### src/rtl/anita3_evhdr_pkg.sv
// Shared types, constants and header-word formatter for the ANITA-3 event header writer.
package anita3_evhdr_pkg;

    localparam int unsigned HDR_WORDS = 8;
    localparam logic [3:0]  HDR_TAG   = 4'hA;

    localparam logic [2:0] W_TAG     = 3'd0;
    localparam logic [2:0] W_CNT_LO  = 3'd1;
    localparam logic [2:0] W_CNT_HI  = 3'd2;
    localparam logic [2:0] W_TIME_LO = 3'd3;
    localparam logic [2:0] W_TIME_HI = 3'd4;
    localparam logic [2:0] W_PATTERN = 3'd5;
    localparam logic [2:0] W_DROPS   = 3'd6;
    localparam logic [2:0] W_CSUM    = 3'd7;

    typedef enum logic [1:0] {
        IDLE  = 2'd0,
        WRITE = 2'd1,
        DONE  = 2'd2
    } evhdr_state_e;

    typedef struct packed {
        logic [7:0]  trig_type;
        logic [31:0] trig_time;
        logic [15:0] pattern;
        logic [31:0] event_num;
        logic [15:0] drops;
    } evhdr_fields_t;

    // Header word selected by index; checksum word supplied by caller.
    function automatic logic [15:0] hdr_word(input evhdr_fields_t f,
                                             input logic [1:0]    buf_idx,
                                             input logic [2:0]    idx,
                                             input logic [15:0]   csum);
        case (idx)
            W_TAG:     return {HDR_TAG, 2'b00, buf_idx, f.trig_type};
            W_CNT_LO:  return f.event_num[15:0];
            W_CNT_HI:  return f.event_num[31:16];
            W_TIME_LO: return f.trig_time[15:0];
            W_TIME_HI: return f.trig_time[31:16];
            W_PATTERN: return f.pattern;
            W_DROPS:   return f.drops;
            default:   return csum;
        endcase
    endfunction

endpackage

### src/rtl/anita3_evhdr_checksum.sv
// 16-bit running-XOR accumulator; clr restarts the sum, optionally seeding it with din.
module anita3_evhdr_checksum
    import anita3_evhdr_pkg::*;
(
    input  logic        clk33_i,
    input  logic        rst_n_i,
    input  logic        clr,
    input  logic        en,
    input  logic [15:0] din,
    output logic [15:0] sum
);

    logic [15:0] sum_q;

    always_ff @(posedge clk33_i or negedge rst_n_i) begin
        if (!rst_n_i) begin
            sum_q <= 16'h0000;
        end else begin
            sum_q <= (clr ? 16'h0000 : sum_q) ^ (en ? din : 16'h0000);
        end
    end

    assign sum = sum_q;

endmodule

### src/rtl/anita3_event_header_writer.sv
// Event header writer: allocates a buffer per trigger, writes 8 header words, tracks occupancy.
// Optional EVENT_HEADER_CHECKSUM_EN puts the XOR of words 0..6 in word 7 (otherwise 0).
module anita3_event_header_writer
    import anita3_evhdr_pkg::*;
#(
    parameter int unsigned NUM_BUFFERS = 4
) (
    input  logic        clk33_i,
    input  logic        rst_n_i,
    input  logic        trig_i,
    input  logic [7:0]  trig_type_i,
    input  logic [31:0] trig_time_i,
    input  logic [15:0] trig_pattern_i,
    input  logic        buf_release_i,
    output logic [7:0]  event_wr_addr_o,
    output logic [15:0] event_wr_dat_o,
    output logic        event_wr_o,
    output logic        event_done_o,
    output logic        busy_o,
    output logic        full_o,
    output logic [2:0]  occupancy_o,
    output logic [31:0] event_count_o,
    output logic [15:0] drop_count_o,
    output logic        release_err_o
);

    evhdr_state_e  state_q, state_d;
    logic [2:0]    word_q, word_d;
    logic [1:0]    cur_buf_q, cur_buf_d;
    logic [1:0]    next_buf_q, next_buf_d;
    evhdr_fields_t fields_q, fields_d, fresh_c;
    logic [31:0]   ev_cnt_q, ev_cnt_d;
    logic [15:0]   drop_q, drop_d;
    logic [2:0]    occ_q, occ_d;
    logic          full_q, full_d;
    logic          rel_err_q, rel_err_d;
    logic [7:0]    addr_q, addr_d;
    logic [15:0]   dat_q, dat_d;
    logic          wr_q, wr_d;
    logic          done_q, done_d;
    logic          busy_q, busy_d;
    logic [15:0]   csum_c;
    logic          accept_c, drop_c, fill_c;

    assign accept_c = (state_q == IDLE) && trig_i && !full_q;
    assign drop_c   = trig_i && !accept_c;
    assign fill_c   = (state_q == DONE);
    assign fresh_c  = '{trig_type: trig_type_i, trig_time: trig_time_i,
                        pattern: trig_pattern_i, event_num: ev_cnt_q, drops: drop_q};

`ifdef EVENT_HEADER_CHECKSUM_EN
    logic csum_en_c;
    // Fold in every emitted word except the checksum slot itself.
    assign csum_en_c = wr_d && (addr_d[2:0] != W_CSUM);

    anita3_evhdr_checksum u_csum (
        .clk33_i (clk33_i),
        .rst_n_i (rst_n_i),
        .clr     (accept_c),
        .en      (csum_en_c),
        .din     (dat_d),
        .sum     (csum_c)
    );
`else
    assign csum_c = 16'h0000;
`endif

    // Next-state, counters and registered-output values.
    always_comb begin
        state_d    = state_q;
        word_d     = word_q;
        cur_buf_d  = cur_buf_q;
        next_buf_d = next_buf_q;
        fields_d   = fields_q;
        ev_cnt_d   = ev_cnt_q;
        rel_err_d  = rel_err_q;
        addr_d     = addr_q;
        dat_d      = dat_q;
        wr_d       = 1'b0;
        done_d     = 1'b0;
        busy_d     = 1'b0;

        case (state_q)
            IDLE: begin
                if (accept_c) begin
                    state_d   = WRITE;
                    word_d    = W_TAG;
                    cur_buf_d = next_buf_q;
                    fields_d  = fresh_c;
                    wr_d      = 1'b1;
                    busy_d    = 1'b1;
                    addr_d    = {next_buf_q, 6'd0};
                    dat_d     = hdr_word(fresh_c, next_buf_q, W_TAG, csum_c);
                end
            end
            WRITE: begin
                busy_d = 1'b1;
                if (word_q == W_CSUM) begin
                    state_d = DONE;
                    done_d  = 1'b1;
                    addr_d  = {cur_buf_q, 6'd0};
                end else begin
                    word_d = word_q + 3'd1;
                    wr_d   = 1'b1;
                    addr_d = {cur_buf_q, 3'b000, word_d};
                    dat_d  = hdr_word(fields_q, cur_buf_q, word_d, csum_c);
                end
            end
            DONE: begin
                state_d    = IDLE;
                ev_cnt_d   = ev_cnt_q + 32'd1;
                next_buf_d = (next_buf_q == 2'(NUM_BUFFERS - 1)) ? 2'd0 : next_buf_q + 2'd1;
            end
            default: state_d = IDLE;
        endcase

        drop_d = (drop_c && (drop_q != 16'hFFFF)) ? drop_q + 16'd1 : drop_q;

        // A release at zero occupancy is ignored but flagged.
        if (buf_release_i && (occ_q == 3'd0)) begin
            rel_err_d = 1'b1;
            occ_d     = occ_q + {2'b00, fill_c};
        end else if (buf_release_i) begin
            occ_d = occ_q + {2'b00, fill_c} - 3'd1;
        end else begin
            occ_d = occ_q + {2'b00, fill_c};
        end
        full_d = (occ_d == 3'(NUM_BUFFERS));
    end

    always_ff @(posedge clk33_i or negedge rst_n_i) begin
        if (!rst_n_i) begin
            state_q    <= IDLE;
            word_q     <= 3'd0;
            cur_buf_q  <= 2'd0;
            next_buf_q <= 2'd0;
            fields_q   <= '0;
            ev_cnt_q   <= 32'd0;
            drop_q     <= 16'd0;
            occ_q      <= 3'd0;
            full_q     <= 1'b0;
            rel_err_q  <= 1'b0;
            addr_q     <= 8'd0;
            dat_q      <= 16'd0;
            wr_q       <= 1'b0;
            done_q     <= 1'b0;
            busy_q     <= 1'b0;
        end else begin
            state_q    <= state_d;
            word_q     <= word_d;
            cur_buf_q  <= cur_buf_d;
            next_buf_q <= next_buf_d;
            fields_q   <= fields_d;
            ev_cnt_q   <= ev_cnt_d;
            drop_q     <= drop_d;
            occ_q      <= occ_d;
            full_q     <= full_d;
            rel_err_q  <= rel_err_d;
            addr_q     <= addr_d;
            dat_q      <= dat_d;
            wr_q       <= wr_d;
            done_q     <= done_d;
            busy_q     <= busy_d;
        end
    end

    assign event_wr_addr_o = addr_q;
    assign event_wr_dat_o  = dat_q;
    assign event_wr_o      = wr_q;
    assign event_done_o    = done_q;
    assign busy_o          = busy_q;
    assign full_o          = full_q;
    assign occupancy_o     = occ_q;
    assign event_count_o   = ev_cnt_q;
    assign drop_count_o    = drop_q;
    assign release_err_o   = rel_err_q;

endmodule

### config.mk
export PLATFORM = sky130hd
export DESIGN_NAME = anita3_event_header_writer
export DESIGN_NICKNAME = d
export VERILOG_FILES = /design/src/rtl/anita3_evhdr_pkg.sv /design/src/rtl/anita3_evhdr_checksum.sv /design/src/rtl/anita3_event_header_writer.sv
export SDC_FILE = /design/constraint.sdc
export NUM_CORES = 1
export LEC_CHECK = 0
export CAP_MARGIN = 20
export CORE_UTILIZATION = 40
export CTS_CLUSTER_SIZE = 12
export DETAILED_ROUTE_END_ITERATION = 10
export GPL_ROUTABILITY_DRIVEN = 0
export PLACE_DENSITY_LB_ADDON = 0.25
export SYNTH_ARGS = -nofsm -noshare
export SYNTH_HDL_FRONTEND = slang
export SYNTH_HIERARCHICAL = 1
export SYNTH_SLANG_ARGS = --single-unit
### constraint.sdc
create_clock -name clk33_i -period 2.65 [get_ports clk33_i]
set_clock_uncertainty 0.2 [all_clocks]
set_input_delay 0.53 -clock clk33_i [delete_from_list [all_inputs] [get_ports clk33_i]]
set_output_delay 0.53 -clock clk33_i [all_outputs]
set_load 0.05 [all_outputs]
==> run summary, run 1 <==
Status: finished, final reports clean
H-tree Lvls: 4
Startpoint Class: flip-flop
Async set-reset flop share out of synthesis: 1.000
# rows: 52
Number of antenna violations at the first check in global routing: 1
Final slew viol count: 0
Seq cells post-synth: 190
Post-CTS setup buffers: 0
Worst-path cell chain: clkdlybuf4s50_1
Initial drt markers: 374
CP Capture Type: output port
Area delta synth->final: 29.26%
Multiplexer share of the synthesized area: 0.1609
Synth Warn #: 6
Initial Util: 0.4130
Worst Max-Slew Pin Slew: 0.8545 ns
Slowest library cell on the worst path: clkdlybuf4s50_1
CTS Buffer Depth: 2
DR vias: 5966
Root Buffer: clkbuf_16
Simple-gate area share of the yosys netlist: 0.09668
Crit Path Class: reg -> out
Drt wl/cell: 19.70 um
Cell Area, Synth: 8438 sq um
Relative slew slack: 0.4303
Input/output buffers: 136
Synth Area in Compound Gates: 0.08482
TritonCTS clock tree: done
Critical Path AT: 1.81 ns
Top delay family on crit path: buffers and inverters
Syn Inst Count: 663
XOR/XNOR Fraction of Synth Area: 0.05086
Most common cell in the netlist: dfrtp_1
Final Total Pwr: 0.01194 W
Critical Path RT: 1.92 ns
Final HPWL DP: 15790 um
Crit-path max cell delay: 0.87 ns
Post-route ant nets: 0
Total gr overflow: 0
Synth top area cells: dfrtp_1, mux2_2, xnor2_1
Sinks on the clock net: 190
Final setup margin: 0.1082 ns
Top FF cell, synth: dfrtp_1
Setup TNS: 0 ns
MaxCap Viol Count: 0
CORE AREA: 20430 sq um
Worst-Skew Late Latency: 0.44 ns
Period minus WS final: 2.542 ns
Most common library cells after synthesis: dfrtp_1, mux2_2, nand2_1
Drt total wl: 21620 um
Worst-path fanout max: 6
WHS: 0.2795 ns
RSZ-0062 raised after global routing: false
Post-synth EDFFs: 0
PwrDens: 1094 nW/um^2
Buf/Inv on CP: 1
Global-route wire length before repair: 34370 um
Yosys cell types: 48
Nets@finish: 885
Tot GR Track Use: 0.2078
Largest area contributor in the netlist: dfrtp_1
Die area: 21680 sq um
DRC: 0
Worst IR Drop VDD: 546.6 uV
Leakage: 4.810 nW
DRT Pass-1 Iters: 5
Hold Violations, Final: 0
Fmax: 0.3934 GHz
Placement-stage worst setup slack: 0.1258 ns
Syn Area/Cell: 12.73 sq um
Clock transition at path regs: 0.07 ns
Register area share after synthesis: 0.5635
Main combinational cell family by area after synthesis: multiplexers
TritonCTS Buffers: 17
Largest net degree at the start of global routing: 61
Post-synth top area share: 0.5635
Post-route clock period utilization: 0.9592
Final setup violation count: 0
Share of post-route cells with drive strength above 1: 0.2264
Die H: 147.2 um
Post-Synth Adder-Cell Area: 0.01779
Vias/cell: 5.438
Die Width: 147.2 um
Number of global-route vias before repair: 6165
IO Count: 140
Hold/Removal Path Class: reg -> reg
## metal layers
metal | global-route usage | wire (um) | up-vias
li1 | - | - | 2733
met2 | 0.3333 | 10410 | 167
met5 | 0 | 0 | -
met4 | 0.06753 | 362 | 0
met3 | 0.03882 | 957 | 25
met1 | 0.2844 | 9881 | 3041
## cells in the final DEF, fill, tap and decap left out, types with 5 or more instances in the layout
cell and instances:
xor2_1 21, o211ai_1 8, a222oi_1 14, a22oi_1 20
a22o_1 9, a21oi_1 25, nor3_1 13, and3_1 5
buf_12 7, nor2_1 20, mux2_2 117, nand3_1 12
buf_4 24, clkbuf_16 17, nand2_1 41, clkdlybuf4s50_1 134
xnor2_1 28, o21ai_0 10, nand4_1 18, nand4b_1 5
ha_1 12, inv_1 9, dfrtp_1 190
## power breakdown
group / total [W] / leakage, nW / switching [W] / internal, W
combinational: 0.00501 / 2.07 / 0.00284 / 0.00217
sequential: 0.00430 / 2.45 / 0.000576 / 0.00372
clock: 0.00263 / 0.295 / 0.00111 / 0.00152
total: 0.0119 / 4.81 / 0.00453 / 0.00740
## stage by stage
step / utilization / std cells / instance area, sq um
2_1_floorplan: - / 665 / 8446
3_3_place_gp: 0.5036 / 1063 / 10290
3_5_place_dp: 0.5036 / 1063 / 10290
4_1_cts: 0.5336 / 1096 / 10900
5_1_grt: 0.5337 / 1096 / 10900
6_report: 0.5339 / 1097 / 10910
## path summary, 6_finish.rpt
kind,start,to,slack (ns),cells after the start
setup / recovery,event_count_o[13],event_count_o[13],0.11,1
hold / removal,release_err_o,release_err_o,0.28,1
setup reg to reg,word_q[0],event_wr_dat_o[8],0.17,7
hold reg to reg,release_err_o,release_err_o,0.28,1
max in group asynchronous,rst_n_i,fields_q[33],1.03,3
min in group asynchronous,rst_n_i,release_err_o,0.40,2
## flip-flops by register name (all words and copies together), names as in the netlist
register         count
busy_o               1
cur_buf_q            2
drop_count_o        16
event_count_o       32
event_done_o         1
event_wr_addr_o      5
event_wr_dat_o      16
event_wr_o           1
fields_q           104
full_o               1
next_buf_q           2
occupancy_o          3
release_err_o        1
state_q              2
word_q               3
## kinds of logic (layout without fill, tap and decap cells)
| family | after synthesis | after routing |
|---|---|---|
| mux | 121 | 121 |
| compound gates | 97 | 97 |
| buf+inv | 48 | 209 |
| other cells | 1 | 4 |
| flops | 190 | 190 |
| fa+ha+maj | 12 | 12 |
| simple gates | 145 | 145 |
| xor+xnor | 49 | 49 |
## timing repair
action	in CTS	in global routing
setup endpoints to repair	0	1
hold buffers	1	0
endpoints found under the hold margin	47	0
gates resized for setup	0	1
## final cells by class
class                   instances  area (sq um)
clock inverters                12         156.4
clock buffers                  20         446.7
diodes                          1         2.502
fillers                      1792          9523
flip-flops and latches        190          4755
multi-input cells             427          3480
inverters                       9         33.78
well taps                     270         337.8
repair buffers                168          1695
(Power assumes the default switching activity.)
==> run 2: changes to the inputs <==
Settings changed: CORE_UTILIZATION 40 to 45.
==> run 2 against run 1 <==
  * The flow now finishes with violations (design-rule violations)
  * Critical path depth unchanged
  * Utilization up 6.1 points
  * Maximum frequency down 0.57%
  * Largest power group unchanged
  * First-iteration DRC count down 3.5%
  * Critical endpoint is now event_count_o[24]
  * Clock-buffer cell count down 3
  * Flip-flop and latch count unchanged
  * Combinational power down 0.8%
  * Routed wire length down 0.82%
  * Clock power down 6%
==> run summary, run 2 (same netlist as run 1, synthesis figures left out) <==
Status: complete, but fails checks (was finished, final reports clean)
Violated checks: design-rule violations
Worst Max-Slew Pin Slew: 0.6920 ns (was 0.8545 ns)
Most common cell after layout, fill and taps aside: dfrtp_1 (unchanged)
Post-route ant nets: 0 (unchanged)
Drt total wl: 21440 um (was 21620 um)
Post-Layout Cell Count: 1056 (was 1097)
Startpoint Class: flip-flop (unchanged)
Switch Pwr: 0.004600 W (was 0.004531 W)
Met2 Usage GRT: 0.3713 (was 0.3333)
Final antenna diode count: 0 (was 1)
Final setup violation count: 0 (unchanged)
Comb power frac: 0.424 (was 0.419)
Period minus WS final: 2.556 ns (was 2.542 ns)
Grt peak-use layer: met2 (unchanged)
Worst IR Drop VDD: 567.5 uV (was 546.6 uV)
TritonCTS Buffers: 17 (unchanged)
Worst-Skew Late Latency: 0.43 ns (was 0.44 ns)
Total gr overflow: 0 (unchanged)
WHS Path Cells: 1 (unchanged)
Setup TNS: 0 ns (unchanged)
Number of antenna violations at the first check in global routing: 0 (was 1)
TritonCTS clock tree: done (unchanged)
Cts repair resizes: 0 (unchanged)
Clock Power Share: 0.210 (was 0.220)
Clock transition at path regs: 0.07 ns (about the same)
R2R depth: 6 (was 7)
Initial drt markers: 361 (was 374)
Area delta synth->final: 28.04% (was 29.26%)
Root Buffer: clkbuf_16 (unchanged)
Post-route clock period utilization: 0.9646 (was 0.9592)
Crit Path Class: reg -> out (unchanged)
Met3 Usage GRT: 0.04627 (was 0.03882)
Most frequent cells in the layout: dfrtp_1, clkdlybuf4s50_1, mux2_2 (unchanged)
Min-delay src: release_err_o (unchanged)
Leakage: 4.765 nW (was 4.810 nW)
DRC: 8 (was 0)
Final Total Pwr: 0.01174 W (was 0.01194 W)
Hold EP: release_err_o (unchanged)
Largest net degree at the start of global routing: 58 (was 61)
Hold/Removal Path Class: reg -> reg (unchanged)
Die area: 19300 sq um (was 21680 sq um)
Vias/cell: 5.709 (was 5.438)
DRT Pass-1 Iters: 11 (was 5)
Max reg flops: 104 (unchanged)
Filler cell count: 1458 (was 1792)
Final HPWL DP: 15710 um (was 15790 um)
Tot GR Track Use: 0.2331 (was 0.2078)
RSZ-0062 raised after global routing: false (unchanged)
Number of global-route vias before repair: 6202 (was 6165)
Critical Path RT: 1.92 ns (about the same)
Nets@finish: 886 (was 885)
Sequential power share: 0.367 (was 0.360)
CTS Buffer Depth: 2 (unchanged)
Register cell area after layout: 4755 sq um (unchanged)
Worst-path fanout max: 6 (unchanged)
H-tree Lvls: 4 (unchanged)
Share of post-route cells with drive strength above 1: 0.2297 (was 0.2264)
R2r setup slk: 0.21 ns (was 0.17 ns)
PwrDens: 1086 nW/um^2 (was 1094 nW/um^2)
Post-CTS setup buffers: 0 (unchanged)
Initial Util: 0.4650 (was 0.4130)
Inst Count DP: 1023 (was 1063)
Buf/Inv on CP: 1 (unchanged)
Sinks on the clock net: 190 (unchanged)
DR vias: 6029 (was 5966)
Input/output buffers: 136 (unchanged)
IO Count: 140 (unchanged)
Int Power: 0.007138 W (was 0.007404 W)
Die Width: 138.9 um (was 147.2 um)
Slowest library cell on the worst path: clkdlybuf4s50_1 (unchanged)
Final slew viol count: 0 (unchanged)
Finished Cell Area: 10800 sq um (was 10910 sq um)
MaxCap Viol Count: 0 (unchanged)
Fmax: 0.3912 GHz (was 0.3934 GHz)
Global-route wire length before repair: 34720 um (was 34370 um)
Drt wl/cell: 20.30 um (was 19.70 um)
CP Capture Type: output port (unchanged)
Critical Path AT: 1.83 ns (was 1.81 ns)
Crit-path max cell delay: 0.88 ns (was 0.87 ns)
Relative slew slack: 0.5348 (was 0.4303)
Met1 Resource Use GR: 0.3230 (was 0.2844)
Multi-input logic area: 3480 sq um (unchanged)
Top delay family on crit path: buffers and inverters (unchanged)
Reg2reg end: event_wr_dat_o[0] (was event_wr_dat_o[8])
CORE AREA: 18150 sq um (was 20430 sq um)
DP Area: 10230 sq um (was 10290 sq um)
Fraction of power spent switching nets: 0.3919 (was 0.3797)
# rows: 49 (was 52)
Worst R2R Start: word_q[0] (unchanged)
Worst-path cell chain: clkdlybuf4s50_1 (unchanged)
Die H: 138.9 um (was 147.2 um)
Largest Register: fields_q (unchanged)
Hold Violations, Final: 0 (unchanged)
## run 2: cell types whose count changed in the layout (fill, tap and decap cells not counted), sizes merged
cell and delta:
clkinvlp +4, clkbuf -3, bufinv -2, inv +2
buf +1, clkdlybuf4s50 +1, clkinv -1, diode -1
dlymetal6s2s -1
## run 2: layout make-up
cell class / instances / area share
flip-flops and latches: 190 / 0.4401
multi-input cells: 427 / 0.3221
repair buffers: 169 / 0.1562
clock buffers: 17 / 0.03937
well taps: 229 / 0.02652
clock inverters: 15 / 0.01262
inverters: 9 / 0.003127
## run 2: how the worst max path moves through the flow
stage	start	to	slack, ns	cells past startpoint
6_report	event_count_o[24]	event_count_o[24]	0.09	1
5_1_grt	event_count_o[24]	event_count_o[24]	0.05	1
4_1_cts	event_count_o[14]	event_count_o[14]	0.09	1
3_5_place_dp	trig_i	fields_q[19]	0.18	5
3_3_place_gp	trig_i	fields_q[65]	0.20	5
2_1_floorplan	drop_count_o[0]	drop_count_o[1]	0.36	5
## run 2: layer usage
layer	up-vias	wire length (um)
li1	2742	-
met1	3083	9711
met2	181	10370
met3	23	1003
met4	0	354
met5	-	0
## run 2: power by group through the flow
stage               Clock, W  Combinational [W]  Sequential (W)
CTS                  0.00249            0.00499         0.00430
detailed placement         0            0.00496         0.00436
floorplan                  0            0.00249         0.00501
global placement           0            0.00484         0.00430
global route         0.00262            0.00533         0.00440
finish               0.00246            0.00497         0.00430
## run 2: metrics by stage
stage	util	hold slack (ns)	setup slack, ns
floorplan	-	0.03441	0.3598
global placement	0.5638	0.2377	0.2020
detailed placement	0.5638	0.2488	0.1767
CTS	0.5954	0.2602	0.09324
global route	0.5954	0.2941	0.04829
finish	0.5954	0.2546	0.09375
## run 2: timing repair
item / CTS / global route
setup endpoints to repair: 0 / 0
hold endpoints to repair: 30 / 0
hold buffers: 1 / 0
==> run 3: changes to the inputs <==
Settings changed: CELL_PAD_IN_SITES_DETAIL_PLACEMENT set to 1, CELL_PAD_IN_SITES_GLOBAL_PLACEMENT set to 1, CORE_UTILIZATION 45 to 43, SLEW_MARGIN set to 20.
==> run 3 against run 2 <==
  * The flow now finishes without violations
  * Flip-flop and latch count unchanged
  * Routed wire length increased by 15%
  * First-iteration DRC count increased by 2.8%
  * Worst hold slack improved by 0.0096 ns
  * Worst setup slack got worse by 0.0097 ns
  * Maximum frequency decreased by 0.38%
  * Via count increased by 1.8%
  * Power increased by 3.0%
  * Global-route usage increased by 2.6 points
  * Final cell count increased by 2.6%
  * Register-to-register slack got worse by 0.13 ns
  * Highest routed layer unchanged
==> run summary, run 3 (same netlist as run 1, synthesis figures left out) <==
Max reg flops: 104 (unchanged)
DRC: 0 (was 8)
Worst R2R Start: word_q[0] (unchanged)
Period minus WS final: 2.566 ns (was 2.556 ns)
Die Width: 142.1 um (was 138.9 um)
DR vias: 6139 (was 6029)
IO Count: 140 (unchanged)
Vias/cell: 5.669 (was 5.709)
Worst IR Drop VDD: 628.4 uV (was 567.5 uV)
Worst setup path startpoint: word_q[0] (was event_count_o[24])
Global-route wire length before repair: 39470 um (was 34720 um)
Drt total wl: 24580 um (was 21440 um)
Most frequent cells in the layout: dfrtp_1, clkdlybuf4s50_1, mux2_2 (unchanged)
Most common cell after layout, fill and taps aside: dfrtp_1 (unchanged)
TritonCTS Buffers: 17 (unchanged)
Met1 WL: 10910 um (was 9711 um)
CTS Buffer Depth: 2 (unchanged)
Status: finished, final reports clean (was complete, but fails checks)
Input/output buffers: 136 (unchanged)
Number of global-route vias before repair: 6730 (was 6202)
Post-route clock period utilization: 0.9683 (was 0.9646)
Drt wl/cell: 22.69 um (was 20.30 um)
Share of post-route cells with drive strength above 1: 0.2248 (was 0.2297)
Post-route ant nets: 0 (unchanged)
Final setup violation count: 0 (unchanged)
Leakage: 4.777 nW (was 4.765 nW)
PwrDens: 1112 nW/um^2 (was 1086 nW/um^2)
TritonCTS clock tree: done (unchanged)
Met2 wire length: 12460 um (was 10370 um)
Final slew viol count: 0 (unchanged)
Final HPWL DP: 16990 um (was 15710 um)
# rows: 50 (was 49)
Root Buffer: clkbuf_16 (unchanged)
Relative slew slack: 0.5045 (was 0.5348)
Largest net degree at the start of global routing: 70 (was 58)
CP Capture Type: flip-flop (was output port)
Die area: 20190 sq um (was 19300 sq um)
Filler cell count: 1922 (was 1458)
Final Total Pwr: 0.01209 W (was 0.01174 W)
MaxCap Viol Count: 0 (unchanged)
Sinks on the clock net: 190 (unchanged)
Crit Path Class: reg -> reg (was reg -> out)
Number of antenna violations at the first check in global routing: 0 (unchanged)
Die H: 142.1 um (was 138.9 um)
Total gr overflow: 0 (unchanged)
Worst-path fanout max: 9 (was 6)
Hold Violations, Final: 0 (unchanged)
Area delta synth->final: 28.78% (was 28.04%)
Highest routed layer: met4 (unchanged)
Fmax: 0.3897 GHz (was 0.3912 GHz)
DRT Pass-1 Iters: 5 (was 11)
Hold/Removal Path Class: reg -> reg (unchanged)
Initial drt markers: 371 (was 361)
CORE AREA: 18960 sq um (was 18150 sq um)
Min-delay src: release_err_o (unchanged)
Clock transition at path regs: 0.07 ns (about the same)
Setup TNS: 0 ns (unchanged)
Worst Max-Slew Pin Slew: 0.7375 ns (was 0.6920 ns)
Startpoint Class: flip-flop (unchanged)
H-tree Lvls: 4 (unchanged)
Initial Util: 0.4451 (was 0.4650)
RSZ-0062 raised after global routing: false (unchanged)
Nets@finish: 883 (was 886)
Worst-Skew Late Latency: 0.44 ns (was 0.43 ns)
Critical Path AT: 2.67 ns (was 1.83 ns)
Largest Register: fields_q (unchanged)
Tot GR Track Use: 0.2592 (was 0.2331)
Metal3 WL: 825 um (was 1003 um)
Critical Path RT: 2.75 ns (was 1.92 ns)
Final antenna diode count: 0 (unchanged)
-- run 3: changes by cell type in the layout (fill, tap and decap cells not counted), sizes merged --
cell,delta
bufinv,+2
o41a,+1
inv,-2
clkinvlp,-4
buf,-5
clkbuf,+4
-- run 3: per-stage QoR --
step | instances | utilization | area, sq um | setup WS (ns) | hold WS, ns
2_1_floorplan | 665 | - | 8446 | 0.3598 | 0.03441
3_3_place_gp | 1050 | 0.5397 | 10230 | 0.1206 | 0.2391
3_5_place_dp | 1050 | 0.5397 | 10230 | 0.02129 | 0.2484
4_1_cts | 1082 | 0.5725 | 10850 | 0.08260 | 0.2677
5_1_grt | 1083 | 0.5733 | 10870 | 0.04113 | 0.2875
6_report | 1083 | 0.5733 | 10870 | 0.08401 | 0.2642
-- run 3: critical path, stage by stage (launching register included) --
cell and delay [ns]:
dfrtp_1 0.45, ha_1 0.26, ha_1 0.52, mux2_2 0.40, a22o_1 0.24, o21ai_0 0.25, a21oi_1 0.12
-- run 3: timing repair --
| action | in CTS | in global routing |
|---|---|---|
| resized for setup | 0 | 1 |
| hold buffers | 1 | 0 |
| buffers inserted | 0 | 0 |
| hold endpoints to repair | 63 | 0 |
| setup endpoints to repair | 0 | 7 |
-- run 3: layer usage --
layer	global-route usage	vias up
li1	-	2723
met5	0	-
met4	0.07697	0
met1	0.3433	3221
met2	0.4386	164
met3	0.04105	31
-- run 3: path summary, 6_finish.rpt --
| check | to | slack (ns) | depth (start not counted) |
|---|---|---|---|
| setup / recovery | event_wr_dat_o[8] | 0.08 | 6 |
| hold / removal | release_err_o | 0.26 | 1 |
| setup reg to reg | event_wr_dat_o[8] | 0.08 | 6 |
| hold reg to reg | release_err_o | 0.26 | 1 |
| max in group asynchronous | fields_q[11] | 1.10 | 3 |
| min in group asynchronous | drop_count_o[5] | 0.48 | 2 |
-- run 3: power by group --
part           leakage (nW)  internal [W]  switching [W]
clock network         0.297       0.00154        0.00115
registers              2.45       0.00372       0.000658
logic                  2.03       0.00206        0.00295
-- run 3: final cells by class --
| type | count | area, sq um | share of cell area |
|---|---|---|---|
| Clock buffer | 20 | 456.7 | 0.04203 |
| Clock inverter | 11 | 155.1 | 0.01428 |
| Inverter | 9 | 33.78 | 0.003109 |
| Multi-Input combinational cell | 428 | 3493 | 0.3215 |
| Sequential cell | 190 | 4755 | 0.4375 |
| Tap cell | 260 | 325.3 | 0.02994 |
| Timing Repair Buffer | 165 | 1648 | 0.1516 |
